**src/rtl/nn_sched_pkg.sv**
```systemverilog
// Shared types and constants for the inference-engine job scheduler.
// Also holds the round-robin pointer helper used by the arbiter top level.
package nn_sched_pkg;

  typedef enum logic [1:0] {
    IDLE,
    START,
    WAIT,
    RESP
  } state_e;

  localparam int CLASS_W = 4;
  localparam logic [CLASS_W-1:0] CLASS_TIMEOUT = 4'hF;

  // The requester after the one just served gets first look next time.
  function automatic int rr_next(input int id, input int n);
    return (id + 1) % n;
  endfunction

endpackage

```
**src/rtl/rr_arbiter.sv**
```systemverilog
// Combinational round-robin pick: the first asserted request at or above ptr_i, wrapping.
// It produces a one-hot grant, the granted index and an any flag.
module rr_arbiter #(
  parameter int N     = 2,
  parameter int IDX_W = $clog2(N)
) (
  input  logic [N-1:0]     req_i,
  input  logic [IDX_W-1:0] ptr_i,
  output logic [N-1:0]     grant_o,
  output logic [IDX_W-1:0] grant_idx_o,
  output logic             any_o
);

  logic [IDX_W-1:0] cand;

  always_comb begin
    grant_o     = '0;
    grant_idx_o = '0;
    any_o       = 1'b0;
    cand        = '0;
    for (int i = 0; i < N; i++) begin
      cand = IDX_W'((int'(ptr_i) + i) % N);
      if (!any_o && req_i[cand]) begin
        any_o          = 1'b1;
        grant_o[cand]  = 1'b1;
        grant_idx_o    = cand;
      end
    end
  end

endmodule

```
**src/rtl/nn_job_arbiter.sv**
```systemverilog
// Round-robin job sequencer that shares one MNIST inference engine between several requesters,
// with a watchdog on the engine's done and a tagged valid/ready response channel.
module nn_job_arbiter
  import nn_sched_pkg::*;
#(
  parameter int NUM_REQ        = 2,
  parameter int IMG_W          = 2,
  parameter int TIMEOUT_CYCLES = 200000,
  parameter int ID_W           = $clog2(NUM_REQ)
) (
  input  logic                     clk,
  input  logic                     rst,
  input  logic [NUM_REQ-1:0]       req_valid,
  output logic [NUM_REQ-1:0]       req_ready,
  input  logic [NUM_REQ*IMG_W-1:0] req_img_sel,
  output logic                     nn_start,
  output logic [IMG_W-1:0]         nn_img_sel,
  output logic                     nn_flush,
  input  logic                     nn_done,
  input  logic [CLASS_W-1:0]       nn_class,
  output logic                     rsp_valid,
  input  logic                     rsp_ready,
  output logic [ID_W-1:0]          rsp_id,
  output logic [CLASS_W-1:0]       rsp_class,
  output logic                     rsp_timeout,
  output logic                     busy
);

  localparam int WDOG_W = $clog2(TIMEOUT_CYCLES + 1);
  localparam logic [WDOG_W-1:0] WDOG_LAST = WDOG_W'(TIMEOUT_CYCLES - 1);
  localparam logic [WDOG_W-1:0] WDOG_MAX  = WDOG_W'(TIMEOUT_CYCLES);

  state_e               state_q, state_d;
  logic [ID_W-1:0]      rr_ptr_q, rr_ptr_d;
  logic [ID_W-1:0]      id_q, id_d;
  logic [IMG_W-1:0]     img_q, img_d;
  logic [WDOG_W-1:0]    wdog_q, wdog_d;
  logic                 start_q, start_d;
  logic                 busy_q, busy_d;
  logic                 rsp_valid_q, rsp_valid_d;
  logic                 rsp_timeout_q, rsp_timeout_d;
  logic [CLASS_W-1:0]   rsp_class_q, rsp_class_d;
  logic [NUM_REQ-1:0]   grant;
  logic [ID_W-1:0]      grant_idx;
  logic                 grant_any;
  logic                 wdog_expired;

  rr_arbiter #(
    .N     (NUM_REQ),
    .IDX_W (ID_W)
  ) u_rr_arbiter (
    .req_i       (req_valid),
    .ptr_i       (rr_ptr_q),
    .grant_o     (grant),
    .grant_idx_o (grant_idx),
    .any_o       (grant_any)
  );

  assign wdog_expired = (wdog_q == WDOG_LAST);

  always_ff @(posedge clk) begin
    if (rst) begin
      state_q       <= IDLE;
      rr_ptr_q      <= '0;
      id_q          <= '0;
      img_q         <= '0;
      wdog_q        <= '0;
      start_q       <= 1'b0;
      busy_q        <= 1'b0;
      rsp_valid_q   <= 1'b0;
      rsp_timeout_q <= 1'b0;
      rsp_class_q   <= '0;
    end else begin
      state_q       <= state_d;
      rr_ptr_q      <= rr_ptr_d;
      id_q          <= id_d;
      img_q         <= img_d;
      wdog_q        <= wdog_d;
      start_q       <= start_d;
      busy_q        <= busy_d;
      rsp_valid_q   <= rsp_valid_d;
      rsp_timeout_q <= rsp_timeout_d;
      rsp_class_q   <= rsp_class_d;
    end
  end

  always_comb begin
    state_d = state_q;
    case (state_q)
      IDLE:    if (grant_any) state_d = START;
      START:   state_d = WAIT;
      WAIT:    if (nn_done || wdog_expired) state_d = RESP;
      RESP:    if (rsp_ready) state_d = IDLE;
      default: state_d = IDLE;
    endcase
  end

  // nn_flush is decoded from registered state so it lands in the very cycle the abort is decided.
  always_comb begin
    rr_ptr_d      = rr_ptr_q;
    id_d          = id_q;
    img_d         = img_q;
    wdog_d        = wdog_q;
    rsp_class_d   = rsp_class_q;
    rsp_timeout_d = rsp_timeout_q;
    start_d       = 1'b0;
    req_ready     = '0;
    nn_flush      = 1'b0;
    case (state_q)
      IDLE: begin
        if (!rst) req_ready = grant;
        if (grant_any) begin
          id_d    = grant_idx;
          start_d = 1'b1;
          for (int i = 0; i < NUM_REQ; i++) begin
            if (grant[i]) img_d = req_img_sel[i*IMG_W +: IMG_W];
          end
        end
      end
      START: wdog_d = '0;
      WAIT: begin
        if (nn_done) begin
          rsp_class_d   = nn_class;
          rsp_timeout_d = 1'b0;
        end else if (wdog_expired) begin
          rsp_class_d   = CLASS_TIMEOUT;
          rsp_timeout_d = 1'b1;
          nn_flush      = 1'b1;
        end else if (wdog_q != WDOG_MAX) begin
          wdog_d = wdog_q + WDOG_W'(1);
        end
      end
      RESP: if (rsp_ready) rr_ptr_d = ID_W'(rr_next(int'(id_q), NUM_REQ));
      default: ;
    endcase
    busy_d      = (state_d != IDLE);
    rsp_valid_d = (state_d == RESP);
  end

  assign nn_start    = start_q;
  assign nn_img_sel  = img_q;
  assign rsp_valid   = rsp_valid_q;
  assign rsp_id      = id_q;
  assign rsp_class   = rsp_class_q;
  assign rsp_timeout = rsp_timeout_q;
  assign busy        = busy_q;

endmodule

```
**config.mk**
```make
export PLATFORM = sky130hd
export DESIGN_NAME = nn_job_arbiter
export DESIGN_NICKNAME = d
export VERILOG_FILES = /design/src/rtl/nn_sched_pkg.sv /design/src/rtl/rr_arbiter.sv /design/src/rtl/nn_job_arbiter.sv
export SDC_FILE = /design/constraint.sdc
export NUM_CORES = 1
export LEC_CHECK = 0
export CAP_MARGIN = 15
export CORE_MARGIN = 3
export CORE_UTILIZATION = 51
export DETAILED_ROUTE_END_ITERATION = 6
export PLACE_DENSITY_LB_ADDON = 0.2
export SYNTH_ARGS = -nofsm -noshare
export SYNTH_HDL_FRONTEND = slang
export SYNTH_SLANG_ARGS = --single-unit
```
**constraint.sdc**
```tcl
create_clock -name clk -period 2.5 [get_ports clk]
set_input_delay 0.375 -clock clk [delete_from_list [all_inputs] [get_ports clk]]
set_output_delay 0.375 -clock clk [all_outputs]
set_load 0.02 [all_outputs]
```
==> results of run 1 <==
## worst max path at each step
stage	from	to	slack, ps	cells past startpoint
6_report	state_q[0]	req_ready[1]	100	4
2_1_floorplan	wdog_q[13]	nn_flush	320	4
4_1_cts	state_q[1]	req_ready[0]	6	4
5_1_grt	state_q[1]	req_ready[1]	2	4
3_3_place_gp	wdog_q[13]	nn_flush	-60	5
3_5_place_dp	wdog_q[13]	nn_flush	-80	5
## layout make-up
cell class	count	area, um^2
inverters	8	30.0
clock buffers	8	58.8
multi-input cells	123	786
flip-flops and latches	32	641
fillers	190	639
repair buffers	47	420
well taps	30	37.5
## sequential cells by signal (all words and copies together), names as in the netlist, 2 cells and up
register and flops:
wdog_q 18, rsp_class 4, nn_img_sel 2, state_q 2
## layer usage
metal / part of all wire [%] / wire (um) / vias up / GRT usage, %
met2: 53 / 1940 / 40 / 39.0
met1: 40 / 1470 / 664 / 25.5
met5: 0 / 0 / - / 0
met4: 1.6 / 57 / 0 / 8.54
li1: - / - / 708 / -
met3: 4.7 / 169 / 7 / 4.75
## placed cells by master (no fill, tap or decap), types with 2 or more instances in the layout
cell type,Yosys,layout
a21oi_1,12,12
inv_1,8,8
clkdlybuf4s50_1,0,25
buf_4,1,21
and4_1,2,2
nor3_1,2,2
o221a_2,4,4
xor2_1,8,8
a211oi_1,2,2
a211oi_2,2,2
ha_1,2,2
or4_1,3,3
nand2_1,12,12
mux2i_1,2,2
o21ai_0,9,9
and3_1,2,2
a31oi_1,2,2
clkbuf_4,0,5
nand4_1,4,4
nand3_1,7,7
or3_1,7,7
dfxtp_1,32,32
nor2_1,20,19
xnor2_1,2,2
nand2b_1,2,2
clkbuf_1,2,2
nand4b_1,3,3
## cells by family (layout without fill, tap and decap cells)
| kind of cell | count (synthesis) | after routing |
|---|---|---|
| compound gates | 36 | 36 |
| flops | 32 | 32 |
| xor+xnor | 10 | 10 |
| buf+inv | 13 | 63 |
| fa+ha+maj | 2 | 2 |
| simple gates | 73 | 73 |
| mux | 2 | 2 |
## power by group through the flow
stage	Sequential [mW]	Clock [mW]	Combinational [mW]
after floorplan	0.571	0	0.0859
after global placement	0.552	0	0.181
after detailed placement	0.554	0	0.187
after CTS	0.542	0.315	0.188
after global routing	0.544	0.346	0.203
final	0.542	0.313	0.186
## metrics by stage
step                      cells  instance area, um^2  setup WS [ps]
after floorplan             168                 1480            322
after global placement      240                 1910          -59.0
after detailed placement    240                 1910          -79.0
after CTS                   248                 1960           6.01
after global routing        248                 1970           2.20
final                       248                 1970            102
## worst register-to-register path, cell delays in order (launching register included)
cell and delay [ps]:
dfxtp_1 320, or3_1 370, or4b_4 520, buf_4 160
a21oi_2 380, o21ai_0 160, a21oi_1 190
## repair_timing
item                                    in CTS  in global routing
resized for setup                            4                  4
setup buffers                                0                  0
endpoints found under the setup margin       1                  2
==> flow_summary.toml, run 1 <==
[outcome]
status = "finished clean"

[clock_tree]
cts_buffers = 5
cts.sinks = 32
htree_levels = 2
cts_buffer_depth = 2
cts_hold_buf = 0
cts_tree = "built"
clock_latency_ps = 330
cts.root.buffer_cell = "clkbuf_4"
clk_pin_slew_worst_paths_ps = 100

[critical_path]
path_class = "reg -> out"
cp_slowest_stage_delay_ps = 630
r2r_end = "wdog_q[11]"
crit_required_ps = 2120
worst-path-buf-inv = 2
crit_path_start_kind = "flip-flop"
cp_slowest_cell = "clkdlybuf4s50_1"
arrival_ps = 2020
critPathMaxFanout = 9
cp_top_family = "buffers and inverters"
crit_chain = "buf_4, or3_1, nor2_1, clkdlybuf4s50_1"
end_kind = "output port"
r2r_start = "wdog_q[13]"
reg2regPathDepth = 6
reg2reg_slack_ps = 350

[timing]
final.setup.tns_ps = 0
slew_headroom_pct = 64.0
tightest_slew_ps = 536
setup_viol = 0
rsz0062_at_grt = "false"
fmax_ghz = 0.417
hold_viol_final = 0
layout_min_cycle_time_ps = 2400
maxSlewViolCount = 0
skew_ps = 15.8
finalCritPeriodShare_pct = 95.9
holdWs_ps = 478

[route]
postRouteAntennaNets = 0
drtIter0Drc = 90
vias = 1419
routed_wl_um = 3630
wl_per_cell_um = 14.6
firstDrtPassIters = 4
via_per_inst = 5.72
drc = 0

[min_path]
whs_path_depth = 2
min_to = "rsp_timeout"
min_path_type = "reg -> reg"
min_from = "rsp_timeout"

[placement]
dp_hpwl_um = 2780
numPortBuffers = 27
routabilityCongestion = 0.843

[global_route]
grt_max_degree = 17
grt_util_all_layers_pct = 22.0
grt_first_pass_wirelength_um = 5860
grt_remaining_overflow = 0
grt_pass1_vias = 1340
antenna_found_initial = 0

[cells_and_area]
syn_to_final_growth_pct = 33.1
antenna_cells = 0
drive_gt1_share_pct = 18.8
final_util_pct = 75.5
nets = 233

[die]
start_util_pct = 56.8
ioPinCount = 28
core_area_um2 = 2610
die_x_um = 59.9
die_h_um = 59.9
row_count = 18
die_area_um2 = 3590

[synthesis]
synthTopCellsByArea = "dfxtp_1, nor2_1, xor2_1"
async_flop_share_pct = 0
synth.net_count = 184
synth_edf_count = 0
netlist_instances = 168
synth_compound_area_share_pct = 16.3
synth.most_common_cell = "dfxtp_1"
synth.largest_area_cell = "dfxtp_1"
synthAdderAreaFrac_pct = 1.69
ys.flop_type = "dfxtp_1"
synth_cell_types = 41
synth_simple_gate_area_share_pct = 27.4
synth_top_area_share_pct = 43.2
synth_warnings = 0
synth_top_family_by_area = "simple AND/OR/NAND/NOR gates"
synthXorXnorAreaFrac_pct = 5.91
synth_area_per_cell_um2 = 8.83
ys_top_cells_by_count = "dfxtp_1, nor2_1, a21oi_1, nand2_1, o21ai_0"
syn_area_um2 = 1480
postSynthRegisterBits = 32
synth.mux.area_fraction_pct = 1.35
synth-seq-area-share_pct = 43.2

[power]
p_int_mw = 0.759
p_sw_mw = 0.283
swShare_pct = 27.1
seqPwrFrac_pct = 52.1
p_leak_nw = 0.764
finalPower_mw = 1.04
peakVddDrop_uv = 597
clkPwrFrac_pct = 30.0
comb_power_share_pct = 17.9
p_per_area_nw_per_um2 = 528

[flow_run]
drv_cap = 0
(Power assumes the default switching activity.)
==> inputs of run 2 (changes only) <==
--- a/config.mk
+++ b/config.mk
@@ -6,10 +6,13 @@
 export NUM_CORES = 1
 export LEC_CHECK = 0
 export CAP_MARGIN = 15
+export CELL_PAD_IN_SITES_DETAIL_PLACEMENT = 0
+export CELL_PAD_IN_SITES_GLOBAL_PLACEMENT = 1
 export CORE_MARGIN = 3
-export CORE_UTILIZATION = 51
+export CORE_UTILIZATION = 38
 export DETAILED_ROUTE_END_ITERATION = 6
 export PLACE_DENSITY_LB_ADDON = 0.2
 export SYNTH_ARGS = -nofsm -noshare
 export SYNTH_HDL_FRONTEND = slang
+export SYNTH_HIERARCHICAL = 1
 export SYNTH_SLANG_ARGS = --single-unit
==> run 2 against run 1 <==
Sequential cell count unchanged. Sequential share of layout area shrank 0.49 points. Final cell count up 6.5%. Clock power rose by 38%. Global-route usage decreased by 6.8 points. Worst setup slack improved by 140 ps. Critical path type is now in -> out. Critical endpoint unchanged. Largest power group unchanged. Highest routed layer unchanged.
==> flow_summary.toml, run 2 <==
[min_path]
min_to = "wdog_q[17]"
whs_path_depth = 2
min_from = "wdog_q[17]"
min_path_type = "reg -> reg"

[clock_tree]
clk_pin_slew_worst_paths_ps = 70
cts_tree = "built"
clock_latency_ps = 290
cts_buffer_depth = 2
cts.sinks = 32
cts.root.buffer_cell = "clkbuf_8"
htree_levels = 2
cts_buffers = 5

[route]
via_per_inst = 5.39
drtIter0Drc = 131
wl_per_cell_um = 13.9
routed_wl_um = 3670
vias = 1423
drc = 0
route.met3.wl_um = 239
firstDrtPassIters = 4
met2_length_um = 1740
postRouteAntennaNets = 0
drt-met1-wl_um = 1640
top_layer = "met4"

[global_route]
grt_remaining_overflow = 0
antenna_found_initial = 0
grt_pass1_vias = 1343
grt_util_all_layers_pct = 15.2
grt_first_pass_wirelength_um = 5980
grt_max_degree = 17

[die]
die_h_um = 70.1
die_x_um = 70.1
row_count = 22
start_util_pct = 41.1
die_area_um2 = 4920
ioPinCount = 28
core_area_um2 = 3800

[placement]
dp_cells = 257
routabilityCongestion = 0.852
numPortBuffers = 27
post-place-ws_ps = 145
dp_hpwl_um = 2690

[power]
seqPwrFrac_pct = 47.0
swShare_pct = 25.2
p_per_area_nw_per_um2 = 570
p_sw_mw = 0.287
p_leak_nw = 0.713
comb_power_share_pct = 15.3
clkPwrFrac_pct = 37.7
finalPower_mw = 1.14
p_int_mw = 0.854
peakVddDrop_uv = 373

[synthesis]
ys.flop_type = "dfxtp_1"
netlist_instances = 180
synthAdderAreaFrac_pct = 1.60
postSynthRegisterBits = 32
synth.mux.area_fraction_pct = 1.92
syn_area_um2 = 1560
synth_cell_types = 45
synth.largest_area_cell = "dfxtp_1"
synth.net_count = 196
synth_simple_gate_area_share_pct = 33.2
synth_warnings = 6
synthXorXnorAreaFrac_pct = 5.60
synth_top_family_by_area = "simple AND/OR/NAND/NOR gates"
synth_edf_count = 0
synth-seq-area-share_pct = 41.0
synth_compound_area_share_pct = 13.1
synthTopCellsByArea = "dfxtp_1, nor2_1, xor2_1"
synth.most_common_cell = "dfxtp_1"
ys_top_cells_by_count = "dfxtp_1, nor2_1, nor3_1"
async_flop_share_pct = 0
synth_area_per_cell_um2 = 8.68
synth_top_area_share_pct = 41.0

[timing]
rsz0062_at_grt = "false"
fmax_ghz = 0.442
final.setup.tns_ps = 0
finalCritPeriodShare_pct = 90.4
tightest_slew_ps = 511
maxSlewViolCount = 0
worst_slack_ps = 240
setup_viol = 0
hold_viol_final = 0
skew_ps = 6.51
slew_headroom_pct = 65.9
layout_min_cycle_time_ps = 2260

[cells_and_area]
nets = 232
layout_commonest_cell = "dfxtp_1"
most-common-layout-cells = "dfxtp_1, clkdlybuf4s50_1, nor2_1, nor3_1, a21oi_1"
drive_gt1_share_pct = 11.1
syn_to_final_growth_pct = 28.2
fillerInstances = 353
largest_reg_flops = 18
top_register = "wdog_q"
stdcell_count = 264
antenna_cells = 0

[critical_path]
path_class = "in -> out"
r2r_end = "wdog_q[6]"
reg2reg_slack_ps = 410
r2r_start = "wdog_q[0]"
crit_required_ps = 2120
critPathMaxFanout = 4
end_kind = "output port"
crit_path_start_kind = "input port"
reg2regPathDepth = 7
arrival_ps = 1890

[flow_run]
drv_cap = 0

[outcome]
status = "finished clean"
## run 2: changes by cell type after synthesis, moves of 4 or more
cell | before | now
nand2_1 | 12 | 6
nor3_1 | 2 | 12
inv_1 | 8 | 4
o221a_2 | 4 | 0
o21ai_1 | 1 | 5
o21ai_0 | 9 | 2
nor2_1 | 20 | 24
and2_1 | 1 | 7
## run 2: cell families after synthesis
logic type               count (synthesis)
AND/OR/NAND/NOR                         93
XOR/XNOR                                10
flip-flops                              32
adder cells (fa/ha/maj)                  2
multiplexers                             3
buffers and inverters                   10
AO/OA/AOI/OAI                           30
## run 2: per-stage QoR
step	cell area (um^2)	hold WS, ps	util [%]
3_5_place_dp	1910	480	50.3
2_1_floorplan	1560	447	-
6_report	2000	492	52.7
4_1_cts	2010	488	52.8
5_1_grt	2000	506	52.7
3_3_place_gp	1910	456	50.3
## run 2: routing by layer
metal,vias up,global-route usage (%)
met5,-,0
met4,0,5.96
met3,8,6.04
met2,45,23.8
met1,652,18.6
li1,718,-
## run 2: area by class of cell
class                      count  area (um^2)  area share, %
multi-input combinational    138          866           43.2
sequential                    32          641           32.0
timing repair buffer          35          325           16.2
clock buffer                   7         96.3           4.81
tap                           48         60.1           3.00
inverter                       4         15.0          0.750
## run 2: timing repair
action | in CTS | in global routing
gates resized for setup | 1 | 3
hold endpoints to repair | 0 | 0
setup buffers | 0 | 0
hold buffers | 0 | 0
setup endpoints to repair | 1 | 1
## run 2: worst max-delay path by stage
stage | from | endpoint | depth (start not counted)
after floorplan | wdog_q[0] | nn_flush | 4
after global routing | wdog_q[0] | nn_flush | 5
after global placement | wdog_q[0] | nn_flush | 5
after CTS | wdog_q[0] | nn_flush | 5
after detailed placement | wdog_q[0] | nn_flush | 5
final | req_valid[1] | req_ready[1] | 4
## run 2: power groups by stage
stage / registers (mW) / clock network, mW / logic, mW
CTS: 0.537 / 0.441 / 0.177
floorplan: 0.563 / 0 / 0.0915
global placement: 0.547 / 0 / 0.173
finish: 0.536 / 0.431 / 0.175
detailed placement: 0.548 / 0 / 0.176
global route: 0.538 / 0.464 / 0.190
## run 2: worst max-delay path, cell delays in order
cell	delay, ps
clkdlybuf4s50_1	500
a21boi_0	240
and2_1	170
clkdlybuf4s50_1	600
==> inputs of run 3 (changes only) <==
--- a/config.mk
+++ b/config.mk
@@ -5,7 +5,7 @@
 export SDC_FILE = /design/constraint.sdc
 export NUM_CORES = 1
 export LEC_CHECK = 0
-export CAP_MARGIN = 15
+export CAP_MARGIN = 10
 export CELL_PAD_IN_SITES_DETAIL_PLACEMENT = 0
 export CELL_PAD_IN_SITES_GLOBAL_PLACEMENT = 1
 export CORE_MARGIN = 3
==> results of run 3 <==
The final DEF is identical to that of run 2; final timing and power are the same.
